## config.mk

```make
export PLATFORM = sky130hd
export DESIGN_NAME = ft600_tx_arbiter
export DESIGN_NICKNAME = d
export VERILOG_FILES = /design/src/rtl/ft600_tx_arbiter.sv
export SDC_FILE = /design/constraint.sdc
export NUM_CORES = 1
export LEC_CHECK = 0
export ABC_AREA = 1
export CAP_MARGIN = 15
export CORE_AREA = 10 10 87 89
export CTS_BUF_LIST = sky130_fd_sc_hd__clkbuf_8
export DETAILED_ROUTE_END_ITERATION = 7
export DIE_AREA = 0 0 97 99
export GPL_ROUTABILITY_DRIVEN = 0
export PLACE_DENSITY = 0.73
export REMOVE_ABC_BUFFERS = 1
export SYNTH_ARGS = -nofsm -noshare
export SYNTH_HDL_FRONTEND = slang
export SYNTH_SLANG_ARGS = --single-unit
```

## constraint.sdc

```tcl
create_clock -name clk -period 2.1 [get_ports clk]
set_input_delay 0.21 -clock clk [delete_from_list [all_inputs] [get_ports clk]]
set_output_delay 0.21 -clock clk [all_outputs]
set_load 0.01 [all_outputs]
```

## src/rtl/ft600_tx_arbiter.sv

```systemverilog
// Round-robin, packet-granular arbiter sharing the FT600 mode-245 TX byte path
// between two requesters; each packet is framed as header, length, payload.
module ft600_tx_arbiter #(
    parameter logic [3:0] HDR_MAGIC = 4'hA
) (
    input  logic        clk,
    input  logic        rst,
    input  logic        ch0_req,
    input  logic [7:0]  ch0_len,
    output logic        ch0_gnt,
    input  logic        ch0_valid,
    input  logic [7:0]  ch0_data,
    output logic        ch0_ready,
    input  logic        ch1_req,
    input  logic [7:0]  ch1_len,
    output logic        ch1_gnt,
    input  logic        ch1_valid,
    input  logic [7:0]  ch1_data,
    output logic        ch1_ready,
    output logic        tx_en,
    output logic [7:0]  tx_in,
    input  logic        tx_full,
    output logic        busy,
    output logic [15:0] pkt_count
);

    typedef enum logic [1:0] {IDLE, HDR, LEN, PAY} state_t;

    state_t      state, state_next;
    logic        cur_ch;
    logic        last_ch;
    logic [8:0]  rem;
    logic [7:0]  len_byte;

    logic        grant;
    logic        grant_ch;
    logic [7:0]  sel_len;
    logic        cur_valid;
    logic        pay_ready;

    assign sel_len = grant_ch ? ch1_len : ch0_len;
    assign busy    = (state != IDLE);

    // NOTE: every signal driven here gets a default first, so no path through
    // the case statement can leave one unassigned and infer a latch.
    always_comb begin
        state_next = state;
        grant      = 1'b0;
        grant_ch   = 1'b0;
        tx_en      = 1'b0;
        tx_in      = 8'h00;
        ch0_ready  = 1'b0;
        ch1_ready  = 1'b0;
        cur_valid  = cur_ch ? ch1_valid : ch0_valid;
        pay_ready  = 1'b0;

        case (state)
            IDLE: begin
                if (ch0_req || ch1_req) begin
                    grant      = 1'b1;
                    // With both requesting, the channel not served last wins.
                    grant_ch   = (ch0_req && ch1_req) ? ~last_ch : ch1_req;
                    state_next = HDR;
                end
            end
            HDR: begin
                tx_in = {HDR_MAGIC, 3'b000, cur_ch};
                tx_en = !tx_full;
                if (tx_en) state_next = LEN;
            end
            LEN: begin
                tx_in = len_byte;
                tx_en = !tx_full;
                if (tx_en) state_next = PAY;
            end
            PAY: begin
                pay_ready = cur_valid && !tx_full;
                ch0_ready = pay_ready && !cur_ch;
                ch1_ready = pay_ready && cur_ch;
                tx_en     = pay_ready;
                tx_in     = cur_ch ? ch1_data : ch0_data;
                if (tx_en && rem == 9'd1) state_next = IDLE;
            end
            default: state_next = IDLE;
        endcase
    end

    // NOTE: sequential state uses non-blocking assignments so every register
    // samples the pre-edge values, independent of statement order.
    always_ff @(posedge clk) begin
        if (rst) begin
            state     <= IDLE;
            cur_ch    <= 1'b0;
            last_ch   <= 1'b1;
            rem       <= 9'd0;
            len_byte  <= 8'h00;
            ch0_gnt   <= 1'b0;
            ch1_gnt   <= 1'b0;
            pkt_count <= 16'd0;
        end else begin
            state   <= state_next;
            ch0_gnt <= grant && !grant_ch;
            ch1_gnt <= grant && grant_ch;
            if (grant) begin
                cur_ch   <= grant_ch;
                last_ch  <= grant_ch;
                rem      <= (sel_len == 8'd0) ? 9'd256 : {1'b0, sel_len};
                len_byte <= sel_len;
            end
            if (state == PAY && tx_en) begin
                rem <= rem - 9'd1;
                if (rem == 9'd1) pkt_count <= pkt_count + 16'd1;
            end
        end
    end

endmodule

```

Yosys cells after proc, flatten, opt, wreduce, memory -nomap -nowiden
Cells that the tools add are included.
Operators by class
  reduce and logical (&&, ||, !) cells: 19
  muxes and demuxes: 20
  bitwise gates (word level): 1
  add/sub/neg operators: 2
  eq/ne operators: 8
Operator list (number)
  9-bit two-way mux: 3
  8-bit one-hot mux with 3 select lines: 1
  16-bit by 1-bit adder with 16-bit output (second input constant): 1
  8-bit two-way mux: 2
  9-bit by 1-bit equality test with 1-bit output (second input constant): 1
  9-bit by 1-bit subtractor with 9-bit output (second input constant): 1
  1-bit logical AND: 8
  8-bit logical NOT: 1
  1-bit two-way mux: 8
  2-bit two-way mux: 4
  2-bit inequality test (second input constant): 4
  2-bit one-hot mux with 4 select lines: 1
  2-bit equality test (second input constant): 2
  4-bit AND reduction: 1
  2-bit nonzero test: 2
  1-bit logical NOT: 3
  2-bit by 1-bit equality test with 1-bit output (second input constant): 1
  2-bit logical NOT: 1
  1-bit one-hot mux with 2 select lines: 1
  2-bit AND reduction: 1
  2-bit OR reduction: 1
  1-bit logical OR: 1
  1-bit inverter: 1
Word-level totals
  logic and storage cells: 58
  bits in registers: 39
  output and inout port bits: 30

Logic depth before layout (Yosys ltp)
Gate-level depths: netlist (run 1).
  word-level depth: 9
  mapped depth: 12

Least setup slack after synthesis (run 1)
OpenSTA, ideal clock, no wires.
  path kind: reg-to-reg
  from: register state[1]
  to: register rem[1]
  data required time: 1.968 ns
  path slack: 0.473 ns
  cell stages (with the launch flop): 8
  data arrival time: 1.495 ns
  setup time: 0.132 ns
  buffers on the path: 0
  cell sequence: dfxtp_1 -> inv_1 -> ha_1 -> nand2_1 -> a21oi_1 -> nand3_1 -> nand2_1 -> a21oi_1
Between the ends
  elaborated cells on any way between the ends: 15
  classes of those cells: eq/ne (3); mux (7); reduce/logical (5)
RTL lines
  start: declaration: line 29  | state_t state, state_next;
  start signal: assignment: line 101  | state <= state_next;
  2-bit equality test or 2-bit by 1-bit equality test with 1-bit output (tied branches): line 57  | case (state)
  2-bit OR reduction (no line)
  1-bit one-hot mux with 2 select lines *: line 57
  net tx_en: line 20  | output logic tx_en,
  1-bit logical AND *: line 110  | if (state == PAY && tx_en) begin
  9-bit two-way mux or 2-bit nonzero test (tied branches)
  end signal: assignment: line 107  | rem <= (sel_len == 8'd0) ? 9'd256 : {1'b0, sel_len};
  end signal: assignment: line 111  | rem <= rem - 9'd1;
  end: declaration: line 32  | logic [8:0] rem;
The timed path passes the listed nets; every way through them passes the cells marked *. The select of a mux whose other input is x is not followed.
A chain may end at the register's enable or synchronous reset.

Worst setup path in the final report (run 1)
  from: register cur_ch
  to: output port ch1_ready
Between the ends
  word-level cells in the longest chain between the ends: 4
Ends and longest elaborated chain
  start: declaration: line 30  | logic cur_ch;
  start signal: assignment: line 105  | cur_ch <= grant_ch;
  1-bit two-way mux: line 54  | cur_valid = cur_ch ? ch1_valid : ch0_valid;
  1-bit logical AND: line 77  | pay_ready = cur_valid && !tx_full;
  1-bit logical AND *: line 79  | ch1_ready = pay_ready && cur_ch;
  1-bit two-way mux *: line 57
  end: declaration: line 19  | output logic ch1_ready,
Mark *: on every way between the ends. The rest lies on a longest branch, timed or not.

==> metrics, run 1 <==
CTS HTree Levels 2; Synth warnings 0; antenna diode count 0; share of layout cells above drive strength 1 0.08940; CTS tree yes; post-synthesis sequential area ratio 0.3063; Die H 99 µm; clock root buffer clkbuf_8; FILL cells 548; Slowest-stage cell, CP clkdlybuf4s50_1; Post-Route WL 7.307 mm; WHS 473.2 ps; Netlist cell types 28; clk sink count 39; Tcrit/Tclk final 0.9595; Slew Limit Fails 0; vias in the first global route 2732; switching component of the power 1.327 mW; via count 2791; Port Buf Inserts 68; DR pass1 iterations 4; Non-Filler Instances 556; antenna-violating nets left 0; Startpoint Class register; DR WL/cell 13.14 µm; area grow syn2layout 37.75%; GRT overflow 0; CP arrival 1800 ps; CP Capture Type output port; PwrDens 943.1 mW/mm²; Nets 527; Sw Share 0.4009; Worst Tran Pin Value 431.7 ps; WL met3 541 µm; fin util 0.6001; worst rel slew slack 0.7100; Final Setup Violations 0; commonest non-fill, non-tap cell in the layout nand2_1; clk slew on worst S/H paths 70 ps; CTS buffer count 5; die area 0.009603 mm²; clock share of power 0.222; row cnt 28; achievable frequency 0.4963 GHz; Comb power frac 0.462; Post-Syn Area 0.002549 mm²; pin count of the biggest net entering global routing 20; syn avg cell area 6.232 µm²; hold depth 2; outcome complete, no violations; Power Total 3.311 mW; CTS max path bufs 2; Register Area 787.0 µm²; setup TNS 0 ps; Max Cap Viol 0; Clk Latency, worst-skew pair 290 ps; cells after synthesis 409; multi-input logic area 0.001567 mm²; worst path cell trace inv_4 > nand2_2 > nand2_2 > nand3_4 > buf_4 > nor2_1 > clkdlybuf4s50_1; Post-CTS Setup Inserts 0; Worst Path Buf+Inv 3; Detail Placement HPWL 5.712 mm; top sig layer met4; Worst path most repeated cell nand2_2; VDD IR max 0.0004858 V; CP Data Required Time 1890 ps; first-pass GRT wire length 12.45 mm; WL met1 3.067 mm; worst setup path class reg2out; final worst path period need 2015 ps; final-report hold violation count 0; RSZ-0062 raised after global routing false; most frequent cells in the layout nand2_1 (99), nor2_1 (77), clkdlybuf4s50_1 (59); vias per inst 5.020; all-layer global routing usage 0.1492; Pleak 1.522 nW; io pins 69; Clock Skew 9.905 ps; core area 0.005851 mm²; placed insts 548; hold crit path type reg2reg; initial antenna violation count 0; WP depth 7; met2 WL 3.573 mm; crit-path max FO 10; Internal 1.984 mW; CP max stage delay 560 ps; initial core utilization 0.4356; Chip Width 97 µm; R2R cell count 9; Seq pwr share 0.316; detailed router's first-iteration violation count 169; CP top delay family buffers and inverters; CTS Hold Buffers Added 0; DRC errors left 0; Yosys reg bits 39
path summary, 6_finish.rpt:
kind	slack (ps)	start	endpoint
setup / recovery	90	cur_ch$_SDFFE_PP0P_	ch1_ready
hold / removal	470	len_byte[0]$_SDFFE_PP0P_	len_byte[0]$_SDFFE_PP0P_
setup reg to reg	190	state[1]$_SDFFE_PP0P_	rem[3]$_SDFFE_PP0P_
hold reg to reg	470	len_byte[0]$_SDFFE_PP0P_	len_byte[0]$_SDFFE_PP0P_
synthesized netlist by cell type, drive strengths merged:
master  count  area share
xor2        5       0.017
a31oi       2      0.0049
nand3      25       0.064
o21ai      38       0.076
xnor2       3       0.010
dfxtp      39        0.31
nor3        2      0.0039
o211ai      3      0.0088
nand4       6       0.015
buf         6       0.017
ha          8       0.039
nor2       83        0.13
or2         3      0.0074
nand2     104        0.16
inv        46       0.068
clkbuf      6      0.0088
nand3b      2      0.0059
a21oi      28       0.055
cell type report:
class,count,area share
Clock inverter,3,0.01818
Inverter,46,0.04989
Tap cell,75,0.02673
Sequential cell,39,0.2242
Multi-Input combinational cell,312,0.4462
Timing Repair Buffer,76,0.2153
Clock buffer,5,0.01960
worst reg2reg max path, delay by kind of cell, from the launching register on:
family          cells  cell delay (ps)
buf+inv             2              210
flops               1              400
simple gates        5              720
fa+ha+maj           1              350
compound gates      1              130
power groups by stage:
stage	registers [mW]	clock network [mW]	logic, mW
2_1_floorplan	1.01	0	1.00
6_report	1.05	0.735	1.53
3_5_place_dp	1.04	0	1.48
5_1_grt	1.06	0.785	1.73
3_3_place_gp	1.03	0	1.46
4_1_cts	1.04	0.749	1.52
state kept, by name (all words and copies together), names as in the netlist:
signal and cells:
pkt_count 16, rem 9, len_byte 8, state 2
ch0_gnt 1, ch1_gnt 1, cur_ch 1, last_ch 1
metrics by stage:
| step | setup WS (ps) | cell area [µm²] |
|---|---|---|
| final | 85.14 | 3511 |
| after detailed placement | 58.90 | 3318 |
| after global routing | 2.636 | 3511 |
| after floorplan | 274.9 | 2484 |
| after CTS | 7.596 | 3486 |
| after global placement | 92.03 | 3318 |
layer usage:
layer  vias to the layer above  global-route usage
met5                         -                   0
met4                         0             0.04654
met3                        12             0.05377
met2                        73              0.2690
met1                      1255              0.1585
li1                       1451                   -
logic make-up after synthesis:
family / synth area share
xor+xnor: 0.02749
simple gates: 0.3888
flops: 0.3063
fa+ha+maj: 0.03928
compound gates: 0.1448
buf+inv: 0.09327
timing repair:
item,CTS,global route
pin swaps,0,0
endpoints found under the setup margin,11,11
gates resized for setup,13,12
hold endpoints to repair,0,0
Note: power is estimated with default switching activity, not from simulation.
==> inputs of run 2 (changes only) <==
- GPL_TIMING_DRIVEN: not set -> 0
==> metrics, run 2 (same netlist as run 1, synthesis figures left out) <==
CTS HTree Levels 2 (unchanged); Max Cap Viol 0 (unchanged); reg2reg end rem[3]$_SDFFE_PP0P_ (unchanged); detailed router's first-iteration violation count 102 (was 169); fin util 0.5849 (was 0.6001); vias per inst 4.947 (was 5.020); DP Worst Slack -340.7 ps (was 58.90 ps); Die H 99 µm (unchanged); die area 0.009603 mm² (unchanged); setup TNS 0 ps (unchanged); FILL cells 583 (was 548); DR WL/cell 12.74 µm (was 13.14 µm); final worst path period need 1999 ps (was 2015 ps); Clock Skew 10.05 ps (was 9.905 ps); Biggest register pkt_count (unchanged); VDD IR max 0.0003938 V (was 0.0004858 V); CTS tree yes (unchanged); CP Capture Type output port (unchanged); clock root buffer clkbuf_8 (unchanged); DRC errors left 0 (unchanged); DR pass1 iterations 4 (unchanged); Port Buf Inserts 68 (unchanged); clk slew on worst S/H paths 70 ps (about the same); Non-Filler Instances 550 (was 556); Power Total 3.040 mW (was 3.311 mW); Startpoint Class register (unchanged); hold crit path type reg2reg (unchanged); outcome complete, no violations (unchanged); GRT overflow 0 (unchanged); RSZ-0062 raised after global routing false (unchanged); worst reg2reg startpoint state[1]$_SDFFE_PP0P_ (unchanged); pin count of the biggest net entering global routing 21 (was 20); initial core utilization 0.4356 (unchanged); first-pass GRT wire length 11.70 mm (was 12.45 mm); final setup margin 100.6 ps (was 85.14 ps); Hold Crit Start len_byte[3]$_SDFFE_PP0P_ (was len_byte[0]$_SDFFE_PP0P_); Chip Width 97 µm (unchanged); all-layer global routing usage 0.1402 (was 0.1492); vias in the first global route 2613 (was 2732); Final Setup Violations 0 (unchanged); final-report hold violation count 0 (unchanged); worst rel slew slack 0.4837 (was 0.7100); initial antenna violation count 0 (unchanged); share of layout cells above drive strength 1 0.07579 (was 0.08940); Detail Placement HPWL 5.427 mm (was 5.712 mm); most frequent cells in the layout nand2_1 (100), nor2_1 (77), clkdlybuf4s50_1 (59) (was nand2_1 (99), nor2_1 (77), clkdlybuf4s50_1 (59)); placed insts 540 (was 548); number of flip-flops under the largest register name 16 (unchanged); CTS max path bufs 2 (unchanged); clk sink count 39 (unchanged); Pleak 1.446 nW (was 1.522 nW); antenna-violating nets left 0 (unchanged); core area 0.005851 mm² (unchanged); CP Data Required Time 1890 ps (about the same); Clk Latency, worst-skew pair 290 ps (about the same); R2R cell count 9 (unchanged); row cnt 28 (unchanged); Tcrit/Tclk final 0.9521 (was 0.9595); PwrDens 888.3 mW/mm² (was 943.1 mW/mm²); end of the worst hold path len_byte[3]$_SDFFE_PP0P_ (was len_byte[0]$_SDFFE_PP0P_); via count 2721 (was 2791); achievable frequency 0.5002 GHz (was 0.4963 GHz); CP arrival 1790 ps (was 1800 ps); Largest regs pkt_count: 16 flops, rem: 9 flops, len_byte: 8 flops (unchanged); CTS buffer count 5 (unchanged); crit-path max FO 13 (was 10); area grow syn2layout 34.27% (was 37.75%); commonest non-fill, non-tap cell in the layout nand2_1 (unchanged); Post-Route WL 7.007 mm (was 7.307 mm); R2R Setup Slk 120 ps (was 190 ps); antenna diode count 0 (unchanged); worst setup path class reg2out (unchanged); io pins 69 (unchanged); Worst Tran Pin Value 772.1 ps (was 431.7 ps); hold depth 2 (unchanged); Slew Limit Fails 0 (unchanged); Nets 522 (was 527)
==> run 2: layout make-up <==
type                       instances  area, µm²  share of cell area
sequential                        39      787.0              0.2300
multi-input combinational        312       1569              0.4585
tap                               75      93.84             0.02742
timing repair buffer              71      711.9              0.2080
inverter                          46      172.7             0.05046
clock buffer                       6      82.58             0.02413
clock inverter                     1      5.005            0.001463
==> run 2: critical path, stage by stage (launching register included) <==
cell	delay [ps]
dfxtp_2	390
inv_2	160
nand2_2	70
nand2_2	90
nand3_4	120
nor2_1	120
clkdlybuf4s50_1	560
==> run 2: power by group <==
| part | total (mW) | switching (mW) | internal, mW |
|---|---|---|---|
| clock | 0.519 | 0.261 | 0.258 |
| sequential | 1.04 | 0.145 | 0.900 |
| combinational | 1.48 | 0.889 | 0.587 |
| total | 3.04 | 1.29 | 1.75 |
==> run 2: metal layers <==
metal | track usage | routed length (µm) | up-vias
met2 | 0.2459 | 3402 | 76
met3 | 0.05447 | 561 | 8
met4 | 0.03519 | 76 | 0
li1 | - | - | 1431
met5 | 0 | 0 | -
met1 | 0.1551 | 2967 | 1206
==> run 2: metrics by stage <==
step / hold slack [ps] / instance area (µm²)
after CTS: 472.4 / 3401
after floorplan: 279.1 / 2484
after global placement: 458.5 / 3258
after global routing: 487.9 / 3422
final: 469.7 / 3422
after detailed placement: 462.7 / 3258
==> run 2: how the worst max path moves through the flow <==
| stage | cells past startpoint | end | slack [ps] | from |
|---|---|---|---|---|
| finish | 6 | ch0_ready | 100 | cur_ch$_SDFFE_PP0P_ |
| global placement | 4 | tx_en | -340 | state[1]$_SDFFE_PP0P_ |
| global route | 9 | rem[3]$_SDFFE_PP0P_ | 0.01 | state[1]$_SDFFE_PP0P_ |
| floorplan | 8 | pkt_count[11]$_SDFFE_PP0P_ | 270 | state[1]$_SDFFE_PP0P_ |
| CTS | 6 | tx_in[2] | 9 | state[1]$_SDFFE_PP0P_ |
| detailed placement | 6 | tx_in[0] | -340 | state[1]$_SDFFE_PP0P_ |
==> run 2: repair_timing <==
item,4_1_cts,5_1_grt
gates resized for setup,16,8
pin swaps,1,1
hold buffers,0,0
setup endpoints to repair,29,16
buffers inserted,2,1
==> inputs of run 3 (changes only) <==
- ABC_CLOCK_PERIOD_IN_PS: not set -> 2100
==> results of run 3 <==
Final layout, timing and power as in run 2 (identical DEF).
